**src/rtl/fdiv_issue_arb_pkg.sv**
```systemverilog
// Purpose: shared constants, FSM state type and the sequence-number kill compare for the divide issue arbiter.
// Latency: n/a (types and a pure combinational helper function).
// Backpressure: n/a.
package fdiv_issue_arb_pkg;

    localparam int DEF_TAG_W = 7;
    localparam int DEF_SQN_W = 7;

    typedef enum logic [2:0] {
        IDLE,
        ISSUE,
        WAIT,
        DRAIN,
        DONE
    } fsm_state_e;

    // An op is younger than the mispredicted branch (and must die) when
    // op_sqn - br_sqn, taken modulo 2**w, is strictly positive as a signed
    // w-bit value. The operands are zero-extended to 32 bits by the caller.
    function automatic logic sqn_killed(
        input logic        br_vld,
        input logic [31:0] op_sqn,
        input logic [31:0] br_sqn,
        input int          w
    );
        logic [31:0] mask;
        logic [31:0] diff;
        mask = (w >= 32) ? 32'hFFFF_FFFF : ((32'd1 << w) - 32'd1);
        diff = (op_sqn - br_sqn) & mask;
        return br_vld && (diff != 32'd0) && (((diff >> (w - 1)) & 32'd1) == 32'd0);
    endfunction

endpackage

```
**src/rtl/fdiv_issue_arb_if.sv**
```systemverilog
// Purpose: bundle of issue-port, branch-flush, divider and writeback signals around the arbiter.
// Latency: n/a (wiring only).
// Backpressure: valid/ready on issue ports and divider input, valid/ack on writeback.
// Modports: slave = arbiter view, master = environment (issue ports, divider, writeback) view.
interface fdiv_issue_arb_if
    import fdiv_issue_arb_pkg::*;
#(
    parameter int NPORT = 2,
    parameter int TAG_W = DEF_TAG_W,
    parameter int SQN_W = DEF_SQN_W
);
    logic [NPORT-1:0]             req_valid;
    logic [NPORT-1:0]             req_sqrt;
    logic [NPORT-1:0][TAG_W-1:0]  req_tag;
    logic [NPORT-1:0][SQN_W-1:0]  req_sqn;
    logic [NPORT-1:0][31:0]       req_a;
    logic [NPORT-1:0][31:0]       req_b;
    logic [NPORT-1:0]             req_ready;

    logic                         br_valid;
    logic [SQN_W-1:0]             br_sqn;

    logic                         div_in_valid;
    logic                         div_in_ready;
    logic                         div_sqrt;
    logic [31:0]                  div_a;
    logic [31:0]                  div_b;
    logic                         div_out_valid;
    logic [31:0]                  div_out_result;

    logic                         wb_valid;
    logic [TAG_W-1:0]             wb_tag;
    logic [SQN_W-1:0]             wb_sqn;
    logic [31:0]                  wb_result;
    logic                         wb_ack;

    modport slave (
        input  req_valid, req_sqrt, req_tag, req_sqn, req_a, req_b,
        output req_ready,
        input  br_valid, br_sqn,
        output div_in_valid, div_sqrt, div_a, div_b,
        input  div_in_ready, div_out_valid, div_out_result,
        output wb_valid, wb_tag, wb_sqn, wb_result,
        input  wb_ack
    );

    modport master (
        output req_valid, req_sqrt, req_tag, req_sqn, req_a, req_b,
        input  req_ready,
        output br_valid, br_sqn,
        input  div_in_valid, div_sqrt, div_a, div_b,
        output div_in_ready, div_out_valid, div_out_result,
        input  wb_valid, wb_tag, wb_sqn, wb_result,
        output wb_ack
    );

endinterface

```
**src/rtl/fdiv_issue_arb_rr_arbiter.sv**
```systemverilog
// Purpose: round-robin one-hot arbiter; priority starts at the port after the last grant.
// Latency: grant is combinational from req; pointer updates on the clock edge where adv is high.
// Backpressure: none; caller gates req and asserts adv only when the grant is consumed.
// Ports: clk, rst (sync, active-high), req[NPORT], adv, grant[NPORT] one-hot.
module rr_arbiter #(
    parameter int NPORT = 2
) (
    input  logic             clk,
    input  logic             rst,
    input  logic [NPORT-1:0] req,
    input  logic             adv,
    output logic [NPORT-1:0] grant
);
    localparam int PTR_W = (NPORT > 1) ? $clog2(NPORT) : 1;

    logic [PTR_W-1:0] ptr_q;
    logic [PTR_W-1:0] gnt_idx;

    always_comb begin
        int  idx;
        logic found;
        grant   = '0;
        gnt_idx = '0;
        found   = 1'b0;
        idx     = 0;
        for (int i = 0; i < NPORT; i++) begin
            idx = int'(ptr_q) + i;
            if (idx >= NPORT) idx = idx - NPORT;
            if (!found && req[idx]) begin
                found        = 1'b1;
                grant[idx]   = 1'b1;
                gnt_idx      = PTR_W'(idx);
            end
        end
    end

    always_ff @(posedge clk) begin
        if (rst) begin
            ptr_q <= '0;
        end else if (adv) begin
            ptr_q <= (int'(gnt_idx) == NPORT - 1) ? '0 : gnt_idx + PTR_W'(1);
        end
    end

endmodule

```
**src/rtl/fdiv_issue_arb.sv**
```systemverilog
// Purpose: shares one FP divide/sqrt unit among NPORT issue ports, with branch-flush kill and writeback.
// Latency: grant at N, divider request at N+1, writeback the cycle after div_out_valid.
// Backpressure: one op in flight; req_ready held low until the op retires, is killed or drains.
// Ports: clk, rst (sync, active-high), bus (fdiv_issue_arb_if.slave).
module fdiv_issue_arb
    import fdiv_issue_arb_pkg::*;
#(
    parameter int NPORT = 2,
    parameter int TAG_W = DEF_TAG_W,
    parameter int SQN_W = DEF_SQN_W
) (
    input  logic           clk,
    input  logic           rst,
    fdiv_issue_arb_if.slave bus
);
    fsm_state_e       st;

    logic             op_sqrt;
    logic [TAG_W-1:0] op_tag;
    logic [SQN_W-1:0] op_sqn;
    logic [31:0]      op_a;
    logic [31:0]      op_b;
    logic [31:0]      op_res;

    logic [NPORT-1:0] port_kill;
    logic [NPORT-1:0] arb_req;
    logic [NPORT-1:0] arb_gnt;
    logic             accept;
    logic             op_kill;

    logic             sel_sqrt;
    logic [TAG_W-1:0] sel_tag;
    logic [SQN_W-1:0] sel_sqn;
    logic [31:0]      sel_a;
    logic [31:0]      sel_b;

    always_comb begin
        port_kill = '0;
        for (int i = 0; i < NPORT; i++) begin
            port_kill[i] = sqn_killed(bus.br_valid, 32'(bus.req_sqn[i]), 32'(bus.br_sqn), SQN_W);
        end
    end

    assign op_kill = sqn_killed(bus.br_valid, 32'(op_sqn), 32'(bus.br_sqn), SQN_W);

    // Killed requests never reach the arbiter, so they can neither be granted
    // nor advance the round-robin pointer.
    assign arb_req = (st == IDLE && !rst) ? (bus.req_valid & ~port_kill) : '0;
    assign accept  = |arb_gnt;
    assign bus.req_ready = arb_gnt;

    rr_arbiter #(.NPORT(NPORT)) u_rr_arbiter (
        .clk   (clk),
        .rst   (rst),
        .req   (arb_req),
        .adv   (accept),
        .grant (arb_gnt)
    );

    always_comb begin
        sel_sqrt = 1'b0;
        sel_tag  = '0;
        sel_sqn  = '0;
        sel_a    = '0;
        sel_b    = '0;
        for (int i = 0; i < NPORT; i++) begin
            if (arb_gnt[i]) begin
                sel_sqrt = bus.req_sqrt[i];
                sel_tag  = bus.req_tag[i];
                sel_sqn  = bus.req_sqn[i];
                sel_a    = bus.req_a[i];
                sel_b    = bus.req_b[i];
            end
        end
    end

    always_ff @(posedge clk) begin
        if (rst) begin
            st <= IDLE;
        end else begin
            case (st)
                IDLE:  if (accept) st <= ISSUE;
                ISSUE: begin
                    if (op_kill)               st <= IDLE;
                    else if (bus.div_in_ready) st <= WAIT;
                end
                WAIT: begin
                    // A kill coinciding with the result means the divider is
                    // already empty; draining would wait for a result that
                    // never comes.
                    if (op_kill)                st <= bus.div_out_valid ? IDLE : DRAIN;
                    else if (bus.div_out_valid) st <= DONE;
                end
                DRAIN: if (bus.div_out_valid) st <= IDLE;
                DONE:  if (op_kill || bus.wb_ack) st <= IDLE;
                default: st <= IDLE;
            endcase
        end
    end

    always_ff @(posedge clk) begin
        if (st == IDLE && accept) begin
            op_sqrt <= sel_sqrt;
            op_tag  <= sel_tag;
            op_sqn  <= sel_sqn;
            op_a    <= sel_a;
            op_b    <= sel_b;
        end
        if (st == WAIT && bus.div_out_valid) begin
            op_res <= bus.div_out_result;
        end
    end

    // Same-cycle kill suppresses the handshakes outright, so a flushed op
    // never reaches the divider from ISSUE and never writes back from DONE.
    assign bus.div_in_valid = (st == ISSUE) && !op_kill && !rst;
    assign bus.div_sqrt     = op_sqrt;
    assign bus.div_a        = op_a;
    assign bus.div_b        = op_b;

    assign bus.wb_valid     = (st == DONE) && !op_kill && !rst;
    assign bus.wb_tag       = op_tag;
    assign bus.wb_sqn       = op_sqn;
    assign bus.wb_result    = op_res;

endmodule

```
**src/flat_wrapper.sv**
```systemverilog
// flat-port wrapper written by rule: the top's interface ports become plain ports
module fdiv_issue_arb_flat import fdiv_issue_arb_pkg::*;
#(
    parameter int NPORT = 2,
    parameter int TAG_W = DEF_TAG_W,
    parameter int SQN_W = DEF_SQN_W
)
  (clk, rst, bus_req_valid, bus_req_sqrt, bus_req_tag, bus_req_sqn, bus_req_a, bus_req_b, bus_req_ready, bus_br_valid, bus_br_sqn, bus_div_in_valid, bus_div_sqrt, bus_div_a, bus_div_b, bus_div_in_ready, bus_div_out_valid, bus_div_out_result, bus_wb_valid, bus_wb_tag, bus_wb_sqn, bus_wb_result, bus_wb_ack);
  fdiv_issue_arb_if #(.NPORT(NPORT), .TAG_W(TAG_W), .SQN_W(SQN_W)) bus_i ();
  input  logic clk;
  input  logic rst;
  input wire logic [$bits(bus_i.req_valid)-1:0] bus_req_valid;
  input wire logic [$bits(bus_i.req_sqrt)-1:0] bus_req_sqrt;
  input wire logic [$bits(bus_i.req_tag)-1:0] bus_req_tag;
  input wire logic [$bits(bus_i.req_sqn)-1:0] bus_req_sqn;
  input wire logic [$bits(bus_i.req_a)-1:0] bus_req_a;
  input wire logic [$bits(bus_i.req_b)-1:0] bus_req_b;
  output wire logic [$bits(bus_i.req_ready)-1:0] bus_req_ready;
  input wire logic [$bits(bus_i.br_valid)-1:0] bus_br_valid;
  input wire logic [$bits(bus_i.br_sqn)-1:0] bus_br_sqn;
  output wire logic [$bits(bus_i.div_in_valid)-1:0] bus_div_in_valid;
  output wire logic [$bits(bus_i.div_sqrt)-1:0] bus_div_sqrt;
  output wire logic [$bits(bus_i.div_a)-1:0] bus_div_a;
  output wire logic [$bits(bus_i.div_b)-1:0] bus_div_b;
  input wire logic [$bits(bus_i.div_in_ready)-1:0] bus_div_in_ready;
  input wire logic [$bits(bus_i.div_out_valid)-1:0] bus_div_out_valid;
  input wire logic [$bits(bus_i.div_out_result)-1:0] bus_div_out_result;
  output wire logic [$bits(bus_i.wb_valid)-1:0] bus_wb_valid;
  output wire logic [$bits(bus_i.wb_tag)-1:0] bus_wb_tag;
  output wire logic [$bits(bus_i.wb_sqn)-1:0] bus_wb_sqn;
  output wire logic [$bits(bus_i.wb_result)-1:0] bus_wb_result;
  input wire logic [$bits(bus_i.wb_ack)-1:0] bus_wb_ack;
  assign bus_i.req_valid = bus_req_valid;
  assign bus_i.req_sqrt = bus_req_sqrt;
  assign bus_i.req_tag = bus_req_tag;
  assign bus_i.req_sqn = bus_req_sqn;
  assign bus_i.req_a = bus_req_a;
  assign bus_i.req_b = bus_req_b;
  assign bus_req_ready = bus_i.req_ready;
  assign bus_i.br_valid = bus_br_valid;
  assign bus_i.br_sqn = bus_br_sqn;
  assign bus_div_in_valid = bus_i.div_in_valid;
  assign bus_div_sqrt = bus_i.div_sqrt;
  assign bus_div_a = bus_i.div_a;
  assign bus_div_b = bus_i.div_b;
  assign bus_i.div_in_ready = bus_div_in_ready;
  assign bus_i.div_out_valid = bus_div_out_valid;
  assign bus_i.div_out_result = bus_div_out_result;
  assign bus_wb_valid = bus_i.wb_valid;
  assign bus_wb_tag = bus_i.wb_tag;
  assign bus_wb_sqn = bus_i.wb_sqn;
  assign bus_wb_result = bus_i.wb_result;
  assign bus_i.wb_ack = bus_wb_ack;
  fdiv_issue_arb #(.NPORT(NPORT), .TAG_W(TAG_W), .SQN_W(SQN_W)) u_core (.clk(clk), .rst(rst), .bus(bus_i));
endmodule
```
**config.mk**
```make
export PLATFORM = sky130hd
export DESIGN_NAME = fdiv_issue_arb_flat
export DESIGN_NICKNAME = d
export VERILOG_FILES = /design/src/rtl/fdiv_issue_arb_pkg.sv /design/src/rtl/fdiv_issue_arb_if.sv /design/src/rtl/fdiv_issue_arb_rr_arbiter.sv /design/src/rtl/fdiv_issue_arb.sv /design/src/flat_wrapper.sv
export SDC_FILE = /design/constraint.sdc
export NUM_CORES = 1
export LEC_CHECK = 0
export ABC_AREA = 0
export CAP_MARGIN = 5
export CORE_UTILIZATION = 35
export DETAILED_ROUTE_END_ITERATION = 10
export PLACE_DENSITY_LB_ADDON = 0.1
export SYNTH_ARGS = -nofsm -noshare
export SYNTH_HDL_FRONTEND = slang
export SYNTH_SLANG_ARGS = --single-unit
export TNS_END_PERCENT = 1
```
**constraint.sdc**
```tcl
create_clock -name clk -period 5.1 [get_ports clk]
set_input_delay 1.53 -clock clk [delete_from_list [all_inputs] [get_ports clk]]
set_output_delay 1.53 -clock clk [all_outputs]
set_load 0.03 [all_outputs]
```
# --- After elaboration in Yosys (flattened, before gate mapping) ---
# Index checks and enable logic that the tools add are counted.
word_totals:
  regBits: 115
  elab_cells: 100
  in_bits: 205
  output_inout_bits: 115
op_classes:
  addsub: 7
  n_lt_le_gt_ge: 6
  n_bitwise: 3
  n_reduce_logical: 29
  n_mux: 38
  eq_ne: 9
op_table:
  columns: ["operator", "count"]
  rows:
  - ["2-to-1 mux 32 bit", 6]
  - ["logical NOT 32 bit", 3]
  - ["nonzero test 32 bit", 3]
  - ["greater-or-equal comparator 32 x 1 -> 1 bit, second input constant", 2]
  - ["< comparator 32 x 3 -> 1 bit, second input constant", 2]
  - ["2-to-1 mux 7 bit", 4]
  - ["2-to-1 mux 3 bit", 7]
  - ["subtractor 7 bit", 3]
  - ["logical AND 1 bit", 16]
  - ["one-hot mux 3 bit (5 select lines)", 1]
  - ["2-to-1 mux 1 bit", 14]
  - ["2-to-1 mux 2 bit", 4]
  - ["equality test 3 x 2 -> 1 bit, second input constant", 2]
  - ["!= test 3 x 2 -> 1 bit, second input constant", 2]
  - ["AND reduction 5 bit", 1]
  - ["!= test 2 x 1 -> 1 bit, second input constant", 2]
  - ["equality test 3 x 1 -> 1 bit, second input constant", 1]
  - ["equality test 3 bit, second input constant", 1]
  - ["logical NOT 1 bit", 3]
  - ["logical NOT 3 bit", 1]
  - ["subtractor 1 x 2 -> 3 bit, second input constant", 1]
  - ["subtractor 2 x 2 -> 3 bit, second input constant", 1]
  - ["adder 1 x 1 -> 2 bit, second input constant", 1]
  - ["AND 2 bit", 1]
  - ["other kinds (9)", 10]

# --- Longest topological paths before layout ---
# Gate-level depths: netlist of run 1.
logic_depth:
  depth_word: 17
  mapped_depth: 11
  ltp_nobuf: 9

# --- Hierarchy ---
# Synthesis of run 1 repeated with hierarchy kept, for this count alone.
hier_totals:
  cells_unflattened: 351
  hier_area_um2: 5148.7
modules_own_cells:
  columns: ["module", "seq_area_each_um2", "cells_each", "area_each_um2", "n_inst"]
  rows:
  - ["fdiv_issue_arb", 3393.3, 345, 5094.9, 1]
  - ["rr_arbiter", 20.0, 6, 53.8, 1]

# --- Least setup slack after synthesis of run 1 ---
# No wires, ideal clock.
synth_timing:
  path_type: "input to output"
  startpoint: "input bus_br_sqn[4]"
  endpoint: "output bus_wb_valid"
  arrival_time_ns: 3.999
  path_slack_ns: -0.429
  required_time_ns: 3.570
  stages: 7
  path_buffers: 0
  path_cell_list: "inv_1 > ha_1 > or4_1 > o21ai_0 > o221ai_1 > a21oi_1 > nor4b_1"
synth_via:
  elab_chain_len: 7
  word_cells_on_any_way: 8
  classes_between: "add/sub (1); reduce/logical (7)"
synth_rtl:
  columns: ["element", "line", "source"]
  rows:
  - ["start: declaration", "flat_wrapper.sv:20", "input wire logic [$bits(bus_i.br_sqn)-1:0] bus_br_sqn;"]
  - ["subtractor 7 bit (*)", "fdiv_issue_arb_pkg.sv:29", "diff = (op_sqn - br_sqn) & mask;"]
  - ["nonzero test 32 bit", "fdiv_issue_arb_pkg.sv:30", "return br_vld && (diff != 32'd0) && (((diff >> (w - 1)) & 32'd1) == 32'd0);"]
  - ["logical AND 1 bit", "fdiv_issue_arb_pkg.sv:30", null]
  - ["logical AND 1 bit (*)", "fdiv_issue_arb_pkg.sv:30", null]
  - ["logical NOT 1 bit (*)", "fdiv_issue_arb.sv:121", "assign bus.wb_valid = (st == DONE) && !op_kill && !rst;"]
  - ["logical AND 1 bit (*) (2 in series)", "fdiv_issue_arb.sv:121", null]
  - ["end: declaration", "flat_wrapper.sv:28", "output wire logic [$bits(bus_i.wb_valid)-1:0] bus_wb_valid;"]
# Mark *: on every way between the ends. The rest lies on a longest branch, timed or not.

# --- Worst setup path after layout of run 1 ---
layout_timing:
  startpoint: "input bus_br_sqn[3]"
  endpoint: "output bus_wb_valid"
# Same word-level chain as after synthesis.

==> out/results.tsv, run 1 <==
stage	metric	value	unit
outcome	status	finished clean	
drt	DR WL/cell	18.2	µm
final_layout	final net count	1084	
global_routing	largest net degree at the start of global routing	107	
place	GPL Wtd Cong	0.861	
clock_tree	CTS tree	yes	
global_routing	first-pass GRT wire length	29100	µm
pwr	internal power	2.46	mW
timing	Worst slew margin	29.8	%
final_layout	filler instances	1284	
worst_hold_path	Hold WC Path Type	flip-flop to flip-flop	
timing	crit path time final	4.99	ns
yosys	syn_area_per_cell	10.8	µm²
pwr	switching power	1.13	mW
final_layout	Area Growth Syn to Fin	76.9	%
timing	setup violators final	0	
yosys	synth warn	0	
critical_path	CP peak stage delay	0.52	ns
yosys	synthesized cell area	5740	µm²
clock_tree	deepest clock path buffer count	2	
pwr	P per Cell Area	354	nW/µm²
place	IO buf count	319	
clock_tree	Root Buffer	clkbuf_16	
place	hpwl dp	14200	µm
critical_path	CP Launch Type	input port	
timing	Pins Over Slew Limit	0	
clock_tree	Hold-fix buffers, CTS	0	
critical_path	CP cell instances	dlygate4sd2_1, inv_2, ha_4, or4_1, o21ai_2, o221ai_2, a21oi_2, nor4b_4, buf_6	
floorplanning	Horiz. Die Dim	130	µm
timing	worst slew pin tran	1.05	ns
yosys	Syn Nets	755	
timing	final setup skew	0.00576	ns
clock_tree	Clock Pin Slew Worst Setup and Hold Paths	0.05	ns
drt	DR DRC count	0	
drt	post-DR vias/cell	5.09	
floorplanning	Starting Density	36.0	%
pwr	Comb power frac	33.6	%
flow_run	Max Cap Violations	0	
timing	final hold vios	0	
timing	FMAX	200	MHz
yosys	number of synthesized flops with an enable pin	111	
floorplanning	Chip Height	130	µm
pwr	share of power burned in registers	35.4	%
clock_tree	clock sink total	115	
clock_tree	cts bufs inserted	17	
yosys	synth cell count leaders	111 x edfxtp_1, 94 x a21oi_1, 91 x nand2_1, 82 x a31oi_1, 21 x buf_2	
critical_path	CP Data Arrival Time	3.46	ns
critical_path	critical path endpoint category	primary output	
final_layout	Core Util, Final	63.6	%
yosys	largest cells by area after synthesis	edfxtp_1 58%, a31oi_1 8.9%, a21oi_1 8.2%	
pwr	Leak	3.60	nW
pwr	Clk pwr share	31.0	%
drt	Pre-antenna DRT Iters	5	
clock_tree	Clock Latency Late Sink	0.40	ns
critical_path	largest fanout on the critical path	5	
yosys	sequential fraction of the synthesis area	59.5	%
timing	unrepaired setup endpoints after global routing	false	
drt	1st-iter DRT viols	335	
global_routing	initial antenna violation count	0	
critical_path	Bufs and invs on worst path	3	
floorplanning	FP Rows	46	
final_layout	number of diodes	0	
critical_path	Worst path slowest cell	or4_1	
drt	via count	5547	
yosys	FF+latch count, synth	115	
timing	Worst Hold Slack	0.517	ns
pwr	Sw Ratio	31.4	%
critical_path	Critical Path RT	3.57	ns
global_routing	vias in the first global route	5369	
critical_path	WS Path Type	input port to primary output	
yosys	area leader, netlist	edfxtp_1	
final_layout	share of cells above drive strength 1	11.2	%
global_routing	GR Overflow Total	0	
floorplanning	die area	16900	µm²
drt	drt total wl	19900	µm
yosys	Yosys top cell area share	58.1	%
pwr	Peak supply drop	263	µV
timing	fin crit share	97.9	%
yosys	Syn Inst Count	532	
yosys	post-synth cell types	48	
critical_path	CP delay by family, top	simple AND/OR/NAND/NOR gates	
yosys	Async S/R FF share, synth	0	%
drt	Final ANT Viol Nets	0	
global_routing	gr usage total	23.0	%
yosys	most frequently used flop master after synthesis	edfxtp_1	
yosys	count leader, synth	edfxtp_1	
floorplanning	IO Count	320	
floorplanning	Std-Cell Core Area	15900	µm²
clock_tree	H-Tree Level Count	4	
[final timing paths]
kind / from / end / slack [ns] / depth (start not counted)
max: bus_br_sqn[3] / bus_wb_valid / 0.11 / 9
min: flip-flop / flip-flop / 0.52 / 2
max reg2reg: u_core.st[1] / u_core.bus.wb_sqn[1] / 1.98 / 7
min reg2reg: flip-flop / flip-flop / 0.52 / 2
[power by group through the flow]
| stage | Clock (mW) | Sequential, mW | Combinational [mW] |
|---|---|---|---|
| 2_1_floorplan | 0 | 1.54 | 0.357 |
| 3_3_place_gp | 0 | 1.28 | 1.14 |
| 3_5_place_dp | 0 | 1.29 | 1.16 |
| 4_1_cts | 1.14 | 1.27 | 1.20 |
| 5_1_grt | 1.18 | 1.29 | 1.29 |
| 6_report | 1.11 | 1.27 | 1.21 |
[cells by family after synthesis]
logic type | count (synthesis) | synth area share (%)
buffers and inverters | 52 | 3.93
DFF | 115 | 59.5
muxes | 2 | 0.349
AOI/OAI and AO/OA | 205 | 21.1
adders and majority gates | 18 | 3.93
and+or+nand+nor | 133 | 10.1
xor gates and xnor gates | 7 | 1.07
[layout make-up]
class / count / area [µm²] / area share (%)
multi-input cells: 365 / 2390 / 23.6
clock inverters: 12 / 115 / 1.13
repair buffers: 346 / 3460 / 34.1
inverters: 16 / 61.3 / 0.604
clock buffers: 20 / 437 / 4.30
well taps: 216 / 270 / 2.66
flip-flops and latches: 115 / 3410 / 33.6
[worst reg2reg max path, delay by kind of cell, from the launching register on]
kind	cells	cell delay, ns
compound gates	3	0.50
buf+inv	2	1.47
flops	1	0.43
simple gates	2	0.55
[registers in the layout (all words and copies together), names as in the netlist, named ones only]
name / flops
u_core.bus.div_a: 32
u_core.bus.div_b: 32
u_core.bus.div_sqrt: 1
u_core.bus.wb_result: 32
u_core.bus.wb_sqn: 7
u_core.bus.wb_tag: 7
u_core.st: 3
[timing repair]
action	CTS	global route
gates resized for setup	46	18
buffers inserted	2	0
pin swaps	18	4
gates cloned	0	0
endpoints found under the setup margin	4	3
[metal layers]
layer | vias to the layer above | part of all wire (%) | wire (µm) | global-route usage (%)
li1 | 2694 | - | - | -
met1 | 2565 | 37 | 7410 | 25.3
met2 | 253 | 51 | 10100 | 40.1
met3 | 35 | 9.5 | 1880 | 8.69
met4 | 0 | 2.5 | 498 | 9.37
met5 | - | 0 | 0 | 0
[cells in the final DEF (no fill, tap or decap), drive strengths merged, types with 7 or more instances in the layout]
master | Yosys | final
clkinv | 0 | 9
edfxtp | 111 | 111
dlygate4sd2 | 0 | 7
dlymetal6s2s | 0 | 10
o21ai | 9 | 9
nand2 | 91 | 91
buf | 22 | 31
clkbuf | 14 | 20
nor2 | 12 | 12
inv | 16 | 15
a31oi | 82 | 82
ha | 18 | 18
clkdlybuf4s50 | 0 | 298
nand2b | 10 | 10
a21oi | 95 | 95
[per-stage QoR]
step,cell area (µm²),setup slack (ns),instances,setup TNS [ns],total power [mW]
floorplan,5750,0.140,532,0,1.89
global placement,9280,-0.274,1056,-12.08,2.42
detailed placement,9280,-0.339,1056,-17.19,2.44
CTS,10100,0.00125,1090,0,3.62
global route,10100,0.00650,1090,0,3.75
finish,10100,0.108,1090,0,3.59
No activity file was read; power rests on OpenSTA's default activity.
==> run 2: changes to the inputs <==
- SETUP_SLACK_MARGIN: not set -> 0.15
==> out/results.tsv, run 2 (same netlist as run 1, synthesis figures left out) <==
stage	metric	value	unit	change
floorplanning	Std-Cell Core Area	15900	µm²	unchanged
worst_hold_path	hold depth	2		unchanged
pwr	P per Cell Area	355	nW/µm²	was 354 nW/µm²
final_layout	share of cells above drive strength 1	13.3	%	was 11.2%
timing	unrepaired setup endpoints after global routing	true		was false
floorplanning	Horiz. Die Dim	130	µm	unchanged
drt	via count	5596		was 5547
critical_path	critical path endpoint category	primary output		unchanged
floorplanning	die area	16900	µm²	unchanged
drt	DR DRC count	0		unchanged
drt	Pre-antenna DRT Iters	6		was 5
timing	fin crit share	96.0	%	was 97.9%
drt	DR WL/cell	18.2	µm	about the same
pwr	Comb power frac	34.1	%	was 33.6%
final_layout	non-filler instance count after layout	1096		was 1090
pwr	Leak	3.57	nW	was 3.60 nW
pwr	Sw Ratio	31.5	%	was 31.4%
timing	FMAX	204	MHz	was 200 MHz
critical_path	WS Path Type	input port to primary output		unchanged
clock_tree	CTS tree	yes		unchanged
critical_path	Critical Path RT	3.57	ns	about the same
final_layout	most frequent cells in the layout	297 x clkdlybuf4s50_1, 111 x edfxtp_1, 91 x nand2_1		was 298 x clkdlybuf4s50_1, 111 x edfxtp_1, 91 x nand2_1, 91 x a21oi_1, 82 x a31oi_1
final_layout	Core Util, Final	64.0	%	was 63.6%
final_layout	Area Growth Syn to Fin	77.8	%	was 76.9%
timing	crit path time final	4.90	ns	was 4.99 ns
timing	final hold vios	0		unchanged
final_layout	final net count	1090		was 1084
critical_path	Worst R2R Path Depth	7		unchanged
place	GPL Wtd Cong	0.861		unchanged
outcome	status	finished clean		unchanged
pwr	internal power	2.48	mW	was 2.46 mW
floorplanning	FP Rows	46		unchanged
final_layout	finished layout cell area	10200	µm²	was 10100 µm²
global_routing	largest net degree at the start of global routing	107		unchanged
timing	Worst Setup Slack, final	0.205	ns	was 0.108 ns
place	Post-DP Area	9280	µm²	unchanged
place	IO buf count	319		unchanged
timing	final setup skew	0.00919	ns	was 0.00576 ns
global_routing	vias in the first global route	5366		was 5369
global_routing	GR Overflow Total	0		unchanged
clock_tree	Clock Latency Late Sink	0.41	ns	was 0.40 ns
clock_tree	deepest clock path buffer count	2		unchanged
global_routing	initial antenna violation count	0		unchanged
floorplanning	Starting Density	36.0	%	unchanged
place	dpl ws	-0.339	ns	unchanged
floorplanning	IO Count	320		unchanged
clock_tree	clock sink total	115		unchanged
clock_tree	Hold-fix buffers, CTS	0		unchanged
clock_tree	Root Buffer	clkbuf_16		unchanged
global_routing	first-pass GRT wire length	29100	µm	about the same
place	hpwl dp	14200	µm	unchanged
critical_path	largest fanout on the critical path	2		was 5
pwr	Clk pwr share	30.8	%	was 31.0%
final_layout	commonest non-fill, non-tap cell in the layout	clkdlybuf4s50_1		unchanged
global_routing	gr usage total	23.0	%	about the same
timing	worst slew pin tran	1.05	ns	about the same
pwr	switching power	1.14	mW	was 1.13 mW
clock_tree	cts bufs inserted	17		unchanged
timing	Worst slew margin	30.0	%	was 29.8%
clock_tree	H-Tree Level Count	4		unchanged
floorplanning	Chip Height	130	µm	unchanged
timing	setup violators final	0		unchanged
final_layout	number of diodes	0		unchanged
critical_path	CP Data Arrival Time	3.37	ns	was 3.46 ns
critical_path	CP Launch Type	input port		unchanged
pwr	share of power burned in registers	35.1	%	was 35.4%
pwr	Peak supply drop	264	µV	was 263 µV
flow_run	Max Cap Violations	0		unchanged
worst_hold_path	Hold WC Path Type	flip-flop to flip-flop		unchanged
timing	Pins Over Slew Limit	0		unchanged
drt	drt total wl	19900	µm	about the same
clock_tree	Clock Pin Slew Worst Setup and Hold Paths	0.05	ns	about the same
drt	Final ANT Viol Nets	0		unchanged
place	DP Cell Count	1056		unchanged
drt	1st-iter DRT viols	346		was 335
drt	post-DR vias/cell	5.11		was 5.09
pwr	Tot Pwr	3.62	mW	was 3.59 mW
-- run 2: cell type report --
| class | instances | area [µm²] |
|---|---|---|
| well taps | 216 | 270 |
| multi-input cells | 365 | 2420 |
| flip-flops and latches | 115 | 3410 |
| fillers | 1273 | 5740 |
| repair buffers | 352 | 3480 |
| clock buffers | 20 | 437 |
| clock inverters | 12 | 115 |
| inverters | 16 | 63.8 |
-- run 2: metal layers --
| metal | up-vias | wire [µm] | global-route usage [%] |
|---|---|---|---|
| li1 | 2708 | - | - |
| met1 | 2576 | 7310 | 25.2 |
| met2 | 273 | 10100 | 39.9 |
| met3 | 39 | 2000 | 8.86 |
| met4 | 0 | 524 | 9.44 |
| met5 | - | 0 | 0 |
-- run 2: path summary, 6_finish.rpt --
| check | start | end | slack, ns |
|---|---|---|---|
| worst max-delay path | bus_br_sqn[1] | bus_req_ready[1] | 0.20 |
| worst min-delay path | flip-flop | flip-flop | 0.52 |
| worst max register to register | u_core.st[1] | u_core.bus.wb_sqn[1] | 1.99 |
| worst min register to register | flip-flop | flip-flop | 0.52 |
-- run 2: timing repair --
action,4_1_cts,5_1_grt
resized for setup,62,25
buffers inserted,2,6
gates cloned,0,0
pin swaps,20,20
setup endpoints to repair,11,4
-- run 2: critical path, stage by stage --
cell	delay (ns)
clkdlybuf4s15_1	0.17
inv_2	0.06
buf_12	0.13
ha_4	0.15
nor2b_2	0.14
mux2i_1	0.20
o21ai_1	0.09
o31a_1	0.34
a21bo_2	0.22
o21ai_4	0.14
inv_2	0.06
buf_12	0.14
-- run 2: metrics by stage --
stage                     hold slack, ns  TNS (ns)
after floorplan                    0.467         0
after global placement             0.514    -12.08
after detailed placement           0.515    -17.19
after CTS                          0.518         0
after global routing               0.548         0
final                              0.521         0
-- run 2: power groups by stage --
stage               combinational, mW  sequential [mW]  clock [mW]
finish                           1.23             1.27        1.12
global route                     1.31             1.29        1.18
CTS                              1.20             1.27        1.14
detailed placement               1.16             1.29           0
global placement                 1.14             1.28           0
floorplan                       0.357             1.54           0
